===== src/rtl/feistel_pkg.sv =====
// Shared types and helpers for the iterative generalised-Feistel engine.
package feistel_pkg;

   typedef enum logic [1:0] {
      IDLE = 2'd0,
      RUN  = 2'd1,
      DONE = 2'd2
   } state_e;

   // Widest branch the helper functions handle; branches are zero-extended to this.
   localparam int unsigned MAX_W = 64;

   // Branch positions inside a block: x0 sits in the most significant slot.
   localparam int unsigned BR_X0 = 3;
   localparam int unsigned BR_X1 = 2;
   localparam int unsigned BR_X2 = 1;
   localparam int unsigned BR_X3 = 0;

   // Lowest bit of branch slot 'br' for branches 'w' bits wide.
   function automatic int unsigned br_lsb(input int unsigned br, input int unsigned w);
      return br * w;
   endfunction

   // Rotate the low 'w' bits of v left by r; bits above w come back as zero.
   function automatic logic [MAX_W-1:0] rotl(input logic [MAX_W-1:0] v,
                                             input int unsigned w,
                                             input int unsigned r);
      logic [MAX_W-1:0] one;
      logic [MAX_W-1:0] mask;
      logic [MAX_W-1:0] vm;
      logic [MAX_W-1:0] res;
      one    = '0;
      one[0] = 1'b1;
      mask   = (w >= MAX_W) ? '1 : ((one << w) - one);
      vm     = v & mask;
      if (r == 0) begin
         res = vm;
      end else begin
         res = ((vm << r) | (vm >> (w - r))) & mask;
      end
      return res;
   endfunction

   // Keyed round function: mix in the key, then rotate.
   function automatic logic [MAX_W-1:0] f_mix(input logic [MAX_W-1:0] v,
                                              input logic [MAX_W-1:0] k,
                                              input int unsigned w,
                                              input int unsigned r);
      return rotl(v ^ k, w, r);
   endfunction

endpackage


===== src/rtl/feistel_iter_core_round.sv =====
// One combinational generalised-Feistel round; mode selects the forward
// equations or their exact inverse.
module feistel_round
   import feistel_pkg::*;
#(
   parameter int unsigned WORD_W = 16,
   parameter int unsigned ROT    = 0
) (
   input  logic                  mode,
   input  logic [4*WORD_W-1:0]   blk_i,
   input  logic [2*WORD_W-1:0]   rk,
   output logic [4*WORD_W-1:0]   blk_o
);

   localparam int unsigned L0 = br_lsb(BR_X0, WORD_W);
   localparam int unsigned L1 = br_lsb(BR_X1, WORD_W);
   localparam int unsigned L2 = br_lsb(BR_X2, WORD_W);
   localparam int unsigned L3 = br_lsb(BR_X3, WORD_W);

   logic [WORD_W-1:0] a0, a1, a2, a3;
   logic [WORD_W-1:0] k_hi, k_lo;
   logic [WORD_W-1:0] v_hi, v_lo;
   logic [WORD_W-1:0] f_hi, f_lo;
   logic [MAX_W-1:0]  wide_v_hi, wide_v_lo, wide_k_hi, wide_k_lo;
   logic [MAX_W-1:0]  mix_hi, mix_lo;

   // Both directions feed F from the branch that passes through unchanged,
   // so only the F operands and the output wiring depend on mode.
   always_comb begin
      a0   = blk_i[L0 +: WORD_W];
      a1   = blk_i[L1 +: WORD_W];
      a2   = blk_i[L2 +: WORD_W];
      a3   = blk_i[L3 +: WORD_W];
      k_hi = rk[WORD_W +: WORD_W];
      k_lo = rk[0 +: WORD_W];

      v_hi = mode ? a3 : a0;
      v_lo = mode ? a1 : a2;

      wide_v_hi = '0;
      wide_v_lo = '0;
      wide_k_hi = '0;
      wide_k_lo = '0;
      wide_v_hi[WORD_W-1:0] = v_hi;
      wide_v_lo[WORD_W-1:0] = v_lo;
      wide_k_hi[WORD_W-1:0] = k_hi;
      wide_k_lo[WORD_W-1:0] = k_lo;

      mix_hi = f_mix(wide_v_hi, wide_k_hi, WORD_W, ROT);
      mix_lo = f_mix(wide_v_lo, wide_k_lo, WORD_W, ROT);
      f_hi   = mix_hi[WORD_W-1:0];
      f_lo   = mix_lo[WORD_W-1:0];

      if (!mode) begin
         blk_o = {a1 ^ f_hi, a2, a3 ^ f_lo, a0};
      end else begin
         blk_o = {a3, a0 ^ f_hi, a1, a2 ^ f_lo};
      end
   end

endmodule


===== src/rtl/feistel_iter_core.sv =====
// Iterative Feistel engine: accepts a block, applies ROUNDS keyed rounds one
// per clock through a single round datapath, then presents the result.
module feistel_iter_core
   import feistel_pkg::*;
#(
   parameter int unsigned WORD_W = 16,
   parameter int unsigned ROUNDS = 16,
   parameter int unsigned ROT    = 0,
   parameter int unsigned IDX_W  = (ROUNDS > 1) ? $clog2(ROUNDS) : 1
) (
   input  logic                  clk,
   input  logic                  rst_n,
   input  logic                  in_valid,
   output logic                  in_ready,
   input  logic                  mode,
   input  logic [4*WORD_W-1:0]   din,
   output logic [IDX_W-1:0]      rk_idx,
   input  logic [2*WORD_W-1:0]   rk,
   output logic                  out_valid,
   input  logic                  out_ready,
   output logic [4*WORD_W-1:0]   dout
);

   localparam logic [IDX_W-1:0] LAST    = IDX_W'(ROUNDS - 1);
   localparam logic [IDX_W-1:0] CNT_ONE = IDX_W'(1);

   state_e               state_q, state_d;
   logic [IDX_W-1:0]     cnt_q, cnt_d;
   logic                 mode_q, mode_d;
   logic [4*WORD_W-1:0]  blk_q, blk_d;
   logic [4*WORD_W-1:0]  round_out;

   feistel_round #(
      .WORD_W (WORD_W),
      .ROT    (ROT)
   ) u_round (
      .mode  (mode_q),
      .blk_i (blk_q),
      .rk    (rk),
      .blk_o (round_out)
   );

   // Key index depends only on registered state, so the external key
   // lookup never loops back through the round logic.
   always_comb begin
      rk_idx = '0;
      if (state_q == RUN) begin
         rk_idx = mode_q ? (LAST - cnt_q) : cnt_q;
      end
   end

   // Next-state, handshake and output decode; a retiring result and a new
   // block can share the same edge.
   always_comb begin
      state_d   = state_q;
      cnt_d     = cnt_q;
      mode_d    = mode_q;
      blk_d     = blk_q;
      in_ready  = 1'b0;
      out_valid = 1'b0;
      dout      = '0;
      unique case (state_q)
         IDLE: begin
            in_ready = 1'b1;
            if (in_valid) begin
               blk_d   = din;
               mode_d  = mode;
               cnt_d   = '0;
               state_d = RUN;
            end
         end
         RUN: begin
            blk_d = round_out;
            if (cnt_q == LAST) begin
               cnt_d   = '0;
               state_d = DONE;
            end else begin
               cnt_d = cnt_q + CNT_ONE;
            end
         end
         DONE: begin
            out_valid = 1'b1;
            dout      = blk_q;
            in_ready  = out_ready;
            if (out_ready) begin
               if (in_valid) begin
                  blk_d   = din;
                  mode_d  = mode;
                  cnt_d   = '0;
                  state_d = RUN;
               end else begin
                  state_d = IDLE;
               end
            end
         end
         default: begin
            state_d = IDLE;
         end
      endcase
   end

   // State register; reset drops any block in flight.
   always_ff @(posedge clk or negedge rst_n) begin
      if (!rst_n) begin
         state_q <= IDLE;
         cnt_q   <= '0;
         mode_q  <= 1'b0;
         blk_q   <= '0;
      end else begin
         state_q <= state_d;
         cnt_q   <= cnt_d;
         mode_q  <= mode_d;
         blk_q   <= blk_d;
      end
   end

endmodule

===== config.mk =====
export PLATFORM = sky130hd
export DESIGN_NAME = feistel_iter_core
export DESIGN_NICKNAME = d
export VERILOG_FILES = /design/src/rtl/feistel_pkg.sv /design/src/rtl/feistel_iter_core_round.sv /design/src/rtl/feistel_iter_core.sv
export SDC_FILE = /design/constraint.sdc
export NUM_CORES = 1
export LEC_CHECK = 0
export CORE_ASPECT_RATIO = 0.75
export CORE_MARGIN = 1
export CORE_UTILIZATION = 45
export DETAILED_ROUTE_END_ITERATION = 12
export DONT_BUFFER_PORTS = 1
export PLACE_DENSITY_LB_ADDON = 0.05
export SKIP_CTS_REPAIR_TIMING = 1
export SLEW_MARGIN = 20
export SYNTH_ARGS = -nofsm -noshare
export SYNTH_HDL_FRONTEND = slang
export SYNTH_SLANG_ARGS = --single-unit

===== constraint.sdc =====
create_clock -name clk -period 4.01 [get_ports clk]
set_clock_uncertainty 0.15 [all_clocks]
set_input_delay 0.802 -clock clk [delete_from_list [all_inputs] [get_ports clk]]
set_output_delay 0.802 -clock clk [all_outputs]
set_load 0.01 [all_outputs]

## Yosys cells after proc, flatten, opt, wreduce, memory -nomap -nowiden

Index checks and enable logic that the tools add are counted.

- Reduce and logical (&&, ||, !) cells: 6
- Bitwise gates (word level): 6
- Multiplexer cells: 23
- Add/sub/neg operators: 2
- Equality and inequality tests: 6

Operators with widths:

| operator | number |
|---|---|
| two-way mux 64 bit | 4 |
| one-hot mux 64 bit (3 select lines) | 1 |
| bitwise XOR 16 bit | 6 |
| two-way mux 16 bit | 2 |
| two-way mux 4 bit | 5 |
| one-hot mux 4 bit (3 select lines) | 1 |
| two-way mux 2 bit | 3 |
| one-hot mux 2 bit (3 select lines) | 1 |
| adder 4 x 1 -> 4 bit (second input constant) | 1 |
| equality test 4 bit (second input constant) | 1 |
| two-way mux 1 bit | 4 |
| inequality test 2 bit (second input constant) | 2 |
| one-hot mux 1 bit (2 select lines) | 2 |
| AND reduction 2 bit | 2 |
| subtractor 4 bit (first input constant) | 1 |
| AND reduction 3 bit | 1 |
| nonzero test 3 bit | 1 |
| equality test 2 x 1 -> 1 bit (second input constant) | 1 |
| equality test 2 bit (second input constant) | 1 |
| logical NOT 2 bit | 1 |
| inequality test 2 x 1 -> 1 bit (second input constant) | 1 |
| nonzero test 2 bit | 1 |

- Word-level logic and storage cells: 47
- Output and inout port bits: 70
- Input bits: 101
- Register bits: 71

## Depth between registers and ports, before layout

Gate-level depths: netlist of run 1.

- Word-level depth: 5
- Depth in mapped cells: 7
- Mapped depth without buffers: 5

## Cells and area by module

From an unflattened synthesis of run 1, not the netlist that was laid out.

- Cell total of the unflattened synthesis: 495
- Area, all modules: 6170.9 um2

Modules (own cells, without submodules):

| module | instances | sequential area each (um2) | area each (um2) | cells an instance |
|---|---|---|---|---|
| feistel_iter_core | 1 | 1776.7 | 3992.6 | 324 |
| feistel_round | 1 | 0.0 | 2178.3 | 171 |

## Worst setup path before layout of run 1

OpenSTA, ideal clock, no wires.

- Kind: flip-flop to output port
- From: register state_q[0]
- To: output dout[15]
- Data required time: 3.058 ns
- Arrival time: 1.123 ns
- Cell stages (with the launch flop): 6
- Path slack: 1.935 ns
- Buffers on the path: 3
- Cell sequence: dfrtp_1 -> buf_6 -> nor2_1 -> buf_2 -> clkbuf_2 -> and2_1

- Word-level cells in the longest chain between the ends: 2

Ends and longest elaborated chain:

| item | RTL line | text |
|---|---|---|
| start, declared | feistel_iter_core.sv:27 | `state_e state_q, state_d;` |
| start signal, assigned | feistel_iter_core.sv:110 | `state_q <= state_d;` |
| equality test 2 bit | feistel_iter_core.sv:62 | `unique case (state_q)` |
| two-way mux 64 bit | feistel_iter_core.sv:62 |  |
| end, declared | feistel_iter_core.sv:21 | `output logic [4*WORD_W-1:0] dout` |

No other way between the ends.

## Worst setup path after layout of run 1

- From: register state_q[1]
- To: output dout[51]

Same word-level chain as after synthesis.

==> results of run 1 <==
-- path summary, 6_finish.rpt --
path	startpoint	depth (start not counted)	slack, ns	to
max	state_q[1]	4	0.88	dout[51]
max in group asynchronous	rst_n	1	2.23	mode_q
max reg2reg	state_q[0]	5	1.76	blk_q[12]
min reg2reg	cnt_q[3]	1	0.42	cnt_q[3]
min in group clk	cnt_q[3]	1	0.42	cnt_q[3]
min	rst_n	1	0.15	cnt_q[2]
-- report_power, final --
group	internal [mW]	switching [mW]	total, mW	leakage (nW)
logic	1.38	1.15	2.53	1.08
clock network	0.626	0.299	0.924	0.164
registers	1.13	0.643	1.77	0.822
-- flip-flops by register name, summed over array words and instances (netlist names) --
register and flops:
blk_q 64, cnt_q 4, state_q 2, mode_q 1
-- layout make-up --
class	instances	share of cell area, %
multi-input combinational	390	54.5
sequential	71	33.8
clock buffer	13	4.75
tap	136	3.23
timing repair buffer	8	1.90
clock inverter	3	1.71
inverter	2	0.142
-- kinds of logic (layout without fill, tap and decap cells) --
logic type / Yosys count / in the layout
buffers and inverters: 43 / 26
adder cells (fa/ha/maj): 1 / 1
flip-flops: 71 / 71
XOR/XNOR: 100 / 100
AO/OA/AOI/OAI: 171 / 171
multiplexers: 35 / 35
AND/OR/NAND/NOR: 83 / 83
-- metrics by stage --
step                power (mW)  setup slack (ns)  cells
floorplan                 3.81              1.93    504
global placement          4.22              1.34    604
detailed placement        4.27              1.23    604
CTS                       5.23             0.873    620
global route              5.68             0.709    623
finish                    5.22             0.883    623
-- metal layers --
metal / up-vias / wire length (um) / global-route usage, %
met3: 7 / 823 / 6.53
met4: 0 / 90 / 5.49
met5: - / 0 / 0
met1: 1845 / 6450 / 33.7
li1: 1759 / - / -
met2: 132 / 5680 / 34.5
-- cell usage in the layout, fill, tap and decap left out, types with 2 or more instances in the layout --
cell / instances
sky130_fd_sc_hd__o221a_1: 3
sky130_fd_sc_hd__buf_12: 3
sky130_fd_sc_hd__nand3_1: 2
sky130_fd_sc_hd__clkbuf_16: 9
sky130_fd_sc_hd__mux2_2: 2
sky130_fd_sc_hd__o22ai_1: 32
sky130_fd_sc_hd__xor2_1: 32
sky130_fd_sc_hd__dfrtp_1: 70
sky130_fd_sc_hd__a21oi_1: 66
sky130_fd_sc_hd__o221a_2: 29
sky130_fd_sc_hd__mux2i_1: 33
sky130_fd_sc_hd__clkbuf_1: 3
sky130_fd_sc_hd__o21ai_0: 37
sky130_fd_sc_hd__buf_4: 4
sky130_fd_sc_hd__bufinv_16: 3
sky130_fd_sc_hd__inv_1: 2
sky130_fd_sc_hd__nand2_1: 4
sky130_fd_sc_hd__and2_1: 64
sky130_fd_sc_hd__nor2_1: 5
sky130_fd_sc_hd__xnor2_1: 68
==> impl_summary.txt, run 1 <==
----------------------------------------------------
[Synthesis]
  Post-Synth XOR/XNOR Area ... 18.0%
  Simple-gate share of the synthesized area ... 10.2%
  Most common cell in the synthesized netlist ... sky130_fd_sc_hd__dfrtp_1
  Sequential element share of the synthesized area ... between 30% and 40%
  Proportion of synthesized flip-flops having asynchronous set or reset ... between 90% and 100%
  Area fraction of the dominant cell type after synthesis ... between 30 and 40%
  Predominant post-synthesis flop cell ... sky130_fd_sc_hd__dfrtp_1
  Synthesized Nets ... between 600 and 700
  Count of unique library cells instantiated by Yosys ... 30
  Adder and majority cell fraction of the synthesized area ... less than 1%
  Largest family of logic cells by synthesized area ... compound AO/OA/AOI/OAI gates
  Number of warnings issued by yosys ... 0
  Syn Area/Cell ... roughly 9.7 um^2
  Post-synthesis cell area ... 4880 um^2
  Mux share of post-synthesis cell area ... 7.24%
  Cell accounting for the most synthesized area ... sky130_fd_sc_hd__dfrtp_1
  Gate count after technology mapping ... 504
  Synth top cells by count ... sky130_fd_sc_hd__dfrtp_1 (71), sky130_fd_sc_hd__xnor2_1 (68), sky130_fd_sc_hd__a21oi_1 (66)
  Register bit total from synthesis ... roughly 70
  Compound-gate portion of the synthesized area ... 22.7%
  Number of enable-type register cells in the synthesized netlist ... 0
  Ranking of synthesized cells by area ... sky130_fd_sc_hd__dfrtp_1 (36%), sky130_fd_sc_hd__xnor2_1 (12%), sky130_fd_sc_hd__and2_1 (8.2%)

[Floorplanning]
  Area of the core ... 10,400 um^2
  Starting Density ... roughly 47%
  Die outline height ... approximately 92 um
  Die footprint ... between 10,000 and 15,000 um^2
  Width of the die ... 122 um
  Number of top-level design ports ... approximately 170
  Floorplan row count ... 32

[Critical path]
  Category of cells accounting for the largest share of critical-path delay ... simple AND/OR/NAND/NOR gates
  Setup CP Type ... register to output pin
  Critical path's slowest cell ... sky130_fd_sc_hd__dfrtp_1
  Startpoint type of the worst setup path ... register
  Signal arrival time at the worst endpoint ... 2.17 ns
  Worst path bufs/invs ... 2
  Sequence of cells on the critical path ... inv_1 > nor2_4 > buf_4 > and2_1
  Worst Path Max Fanout ... 35
  Maximum single-stage delay on the critical path ... 0.52 ns
  Worst EP required ... 3.06 ns
  Crit path capture type ... output pin

[CTS]
  CTS H-tree depth ... 3
  Total clock sinks ... between 70 and 80
  Clock slew at the register clock pins of the worst setup and hold paths ... around 0.06 ns
  Clock latency at the later pin of the worst-skew pair ... between 0.3 and 0.4 ns
  TritonCTS Buffers ... 9
  Clock tree from TritonCTS ... built
  Maximum buffer depth of the clock tree ... 2
  Clock tree root driver cell ... sky130_fd_sc_hd__clkbuf_16

[STA]
  Post-Route Hold Slack ... about 0.15 ns
  Final worst path period share ... approximately 80%
  Total of endpoints with negative setup slack in the final report ... 0
  Sum of negative setup slack ... 0 ns
  Pin slew with the least headroom to its limit ... just under 1 ns
  Count of endpoints failing hold in the final timing report ... 0
  Number of max-slew violations in the final report ... 0
  Minimum clock period after layout ... roughly 3.1 ns
  Fmax ... around 320 MHz
  RSZ-0062 raised after global routing ... no
  Worst rel slew slack ... between 30% and 40%

[Flow run]
  MaxCap Viol Count ... 0

[Global route]
  Leftover overflow at the end of global routing ... 0
  Vias in the first global route ... 3,637
  First-pass GRT wire length ... about 20 mm
  Largest net degree at the start of global routing ... a little over 70
  Overall routing resource usage ... between 20% and 30%
  Number of antenna violations at the first check in global routing ... 0

[Layout]
  Count of filler cells inserted in the layout ... ~990
  Seq. cell area ... around 1800 um^2
  # diodes ... 0
  Proportion of layout cells with a drive suffix above 1 ... roughly an eighth
  Final net count ... 584
  Multi-input logic area ... 2870 um^2
  Final non-filler cell area ... approximately 5300 um^2
  Synthesis-to-layout area growth ... 8.13%
  Fin util ... between 50 and 60%

[Outcome]
  Status ... completed

[Power and ir drop]
  P_leak ... between 2 and 2.5 nW
  Power per cell area ... just under 1000 nW/um^2
  Worst voltage drop across the vdd grid ... roughly 0.00056 V

[Placement]
  Placed standard-cell area ... just under 5000 um^2
  Buffers added on ports ... 0
  Detailed placement HPWL ... a little over 8 mm
  RD Place Congestion ... between 0.8 and 0.9

[Route]
  Detailed Route Iter0 Violations ... roughly 210
  Average vias per placed instance ... approximately 6
  Total number of vias ... around 3,700
  Routed WL ... between 10 and 15 mm
  Wire length per cell after detailed routing ... ~21 um
  DRC violation count after routing ... 0
  Detailed-routing iteration count for the pre-antenna-repair pass ... 4
  Antenna-violating nets left ... 0

[Worst hold path]
  Worst Hold Class ... input pin to async pin

----------------------------------------------------
Note: power is estimated with default switching activity, not from simulation.
==> run 2: changes to the inputs <==
==> constraint.sdc (replaced) <==
create_clock -name clk -period 3.19 [get_ports clk]
set_clock_uncertainty 0.15 [all_clocks]
set_input_delay 0.638 -clock clk [delete_from_list [all_inputs] [get_ports clk]]
set_output_delay 0.638 -clock clk [all_outputs]
set_load 0.01 [all_outputs]
==> impl_summary.txt, run 2 (synthesized netlist as in run 1, its figures left out) <==
----------------------------------------------------
[CTS]
  Clock tree root driver cell ... sky130_fd_sc_hd__clkbuf_16
  CTS H-tree depth ... 3 (unchanged)
  Clock tree from TritonCTS ... built
  Clock slew at the register clock pins of the worst setup and hold paths ... 0.06 ns (about the same)
  TritonCTS Buffers ... 9 (unchanged)
  Maximum buffer depth of the clock tree ... 2 (unchanged)
  Clock latency at the later pin of the worst-skew pair ... 0.33 ns (about the same)
  Total clock sinks ... 71 (unchanged)

[Floorplanning]
  Starting Density ... 46.8% (unchanged)
  Area of the core ... 10,400 um^2 (unchanged)
  Floorplan row count ... 32 (unchanged)
  Width of the die ... 122 um (unchanged)
  Number of top-level design ports ... 171 (unchanged)
  Die footprint ... 11,300 um^2 (unchanged)
  Die outline height ... 92.1 um (unchanged)

[Power and ir drop]
  Clock network fraction of total power ... 19.7% (+2.0 points)
  Share of power burned in registers ... 32.7% (-1.1 points)
  Power, Total ... 6.73 mW (+29%)
  Net load switching power ... 2.63 mW (+26%)
  Sw Ratio ... 39.1% (-0.98 points)
  Int Pwr ... 4.10 mW (+31%)
  P_leak ... 2.11 nW (+1.8%)
  Power per cell area ... 1260 nW/um^2 (+27%)
  Part of the total power dissipated in combinational logic ... 47.6% (-0.9 points)
  Worst voltage drop across the vdd grid ... 0.000705 V (+26%)

[Global route]
  Number of antenna violations at the first check in global routing ... 0 (unchanged)
  First-pass GRT wire length ... 20.1 mm (-1.2%)
  Largest net degree at the start of global routing ... 72 (unchanged)
  Vias in the first global route ... 3,645 (+0.22%)
  Overall routing resource usage ... 23.2% (-0.23 points)
  Leftover overflow at the end of global routing ... 0 (unchanged)

[STA]
  Minimum clock period after layout ... between 2 and 2.5 ns
  Total of endpoints with negative setup slack in the final report ... 0 (unchanged)
  Final worst path period share ... 77.1%
  Fmax ... roughly 400 MHz
  Pin slew with the least headroom to its limit ... 0.665 ns (-0.307 ns)
  Number of max-slew violations in the final report ... 0 (unchanged)
  RSZ-0062 raised after global routing ... no
  Count of endpoints failing hold in the final timing report ... 0 (unchanged)
  Worst rel slew slack ... 55.6% (+21 points)
  Sum of negative setup slack ... 0 ns (unchanged)

[Layout]
  Synthesis-to-layout area growth ... 9.39%
  Register ranked first by flip-flop count ... blk_q
  Most common cell after layout, fill and taps aside ... sky130_fd_sc_hd__dfrtp_1
  Multi-input logic area ... 2870 um^2 (unchanged)
  Proportion of layout cells with a drive suffix above 1 ... 12.9% (+1.2 points)
  Commonest non-fill, non-tap cells in the layout ... sky130_fd_sc_hd__dfrtp_1 (70), sky130_fd_sc_hd__xnor2_1 (68), sky130_fd_sc_hd__a21oi_1 (66)
  Flip-flop count of the largest register, all copies and words added ... 64 (unchanged)
  # diodes ... 0 (unchanged)
  Biggest registers after layout ... blk_q (64), cnt_q (4), state_q (2)
  Count of filler cells inserted in the layout ... 1,017 (+3.0%)
  Final net count ... 586 (+0.34%)
  Seq. cell area ... 1780 um^2 (unchanged)

[Worst hold path]
  Worst Hold Class ... input pin to async pin

[Route]
  Total met2 wirelength after detailed routing ... 5.68 mm (about the same)
  Average vias per placed instance ... 5.95 (-1.0%)
  WL met3 ... 1.06 mm (+28%)
  Wire length per cell after detailed routing ... 20.5 um (-1.9%)
  DRC violation count after routing ... 0 (unchanged)
  Length of routed wiring on met1 ... 5.96 mm (-7.6%)
  Detailed-routing iteration count for the pre-antenna-repair pass ... 4 (unchanged)
  Antenna-violating nets left ... 0 (unchanged)
  Detailed Route Iter0 Violations ... 171 (-19%)
  Total number of vias ... 3,716 (-0.72%)
  Top Metal Used ... met4
  Routed WL ... 12.8 mm (-1.6%)

[Flow run]
  MaxCap Viol Count ... 0 (unchanged)

[Critical path]
  Worst EP required ... 2.40 ns (-0.66 ns)
  Logic depth of the worst register-to-register path ... 4 (-1)
  Crit path capture type ... output pin
  Signal arrival time at the worst endpoint ... 1.67 ns (-0.50 ns)
  Setup CP Type ... register to output pin
  Startpoint type of the worst setup path ... register
  Worst Path Max Fanout ... 37 (+5.7%)

[Placement]
  RD Place Congestion ... 0.812 (+0.47%)
  Buffers added on ports ... 0 (unchanged)
  Detailed placement HPWL ... 8.59 mm (+4.1%)

[Outcome]
  Status ... completed

----------------------------------------------------
[run 2: changes by cell type in the layout (fill, tap and decap cells not counted)]
| cell | previous run | this run |
|---|---|---|
| sky130_fd_sc_hd__dlygate4sd3_1 | 1 | 0 |
| sky130_fd_sc_hd__buf_12 | 3 | 1 |
| sky130_fd_sc_hd__buf_16 | 0 | 1 |
| sky130_fd_sc_hd__buf_4 | 4 | 8 |
| sky130_fd_sc_hd__clkinv_2 | 0 | 1 |
| sky130_fd_sc_hd__clkbuf_1 | 3 | 0 |
| sky130_fd_sc_hd__bufinv_16 | 3 | 5 |
[run 2: worst paths after layout]
| kind | startpoint | endpoint | slack, ns |
|---|---|---|---|
| setup / recovery | state_q[1] | dout[40] | 0.73 |
| hold / removal | rst_n | blk_q[57] | 0.02 |
| setup reg to reg | mode_q | blk_q[25] | 1.05 |
| hold reg to reg | cnt_q[3] | cnt_q[3] | 0.42 |
| max in group asynchronous | rst_n | mode_q | 2.51 |
| min in group clk | mode | mode_q | 0.30 |
[run 2: critical path, stage by stage, from the launching register on]
cell	delay, ns
sky130_fd_sc_hd__dfrtp_1	0.54
sky130_fd_sc_hd__inv_1	0.14
sky130_fd_sc_hd__nor2_4	0.11
sky130_fd_sc_hd__buf_4	0.29
sky130_fd_sc_hd__and2_1	0.24
[run 2: area by class of cell]
| type | instances | share of cell area, % |
|---|---|---|
| clock buffer | 10 | 4.48 |
| clock inverter | 6 | 2.91 |
| inverter | 2 | 0.141 |
| multi-input combinational | 390 | 53.9 |
| sequential | 71 | 33.4 |
| tap | 136 | 3.19 |
| timing repair buffer | 10 | 2.02 |
[run 2: through the flow]
step / utilization [%] / hold slack [ns] / instance area [um^2] / instances / worst slack [ns]
after floorplan: - / 0.192 / 4880 / 504 / 1.28
after global placement: 47.2 / 0.194 / 4910 / 608 / 1.11
after detailed placement: 47.2 / 0.194 / 4910 / 608 / 1.06
after CTS: 51.0 / -0.168 / 5310 / 624 / 0.714
after global routing: 51.2 / 0.0636 / 5330 / 625 / 0.592
final: 51.2 / 0.0196 / 5330 / 625 / 0.730
[run 2: power by group through the flow]
stage               registers [mW]  clock network, mW  logic [mW]
floorplan                     1.90                  0        2.90
global placement              2.20                  0        3.11
detailed placement            2.21                  0        3.18
CTS                           2.20               1.35        3.20
global route                  2.30               1.39        3.59
finish                        2.20               1.32        3.21
[run 2: routing by layer]
layer,vias to the layer above,global-route usage (%)
met5,-,0
met4,0,5.69
met3,11,7.46
met2,126,35.9
met1,1815,31.2
li1,1764,-
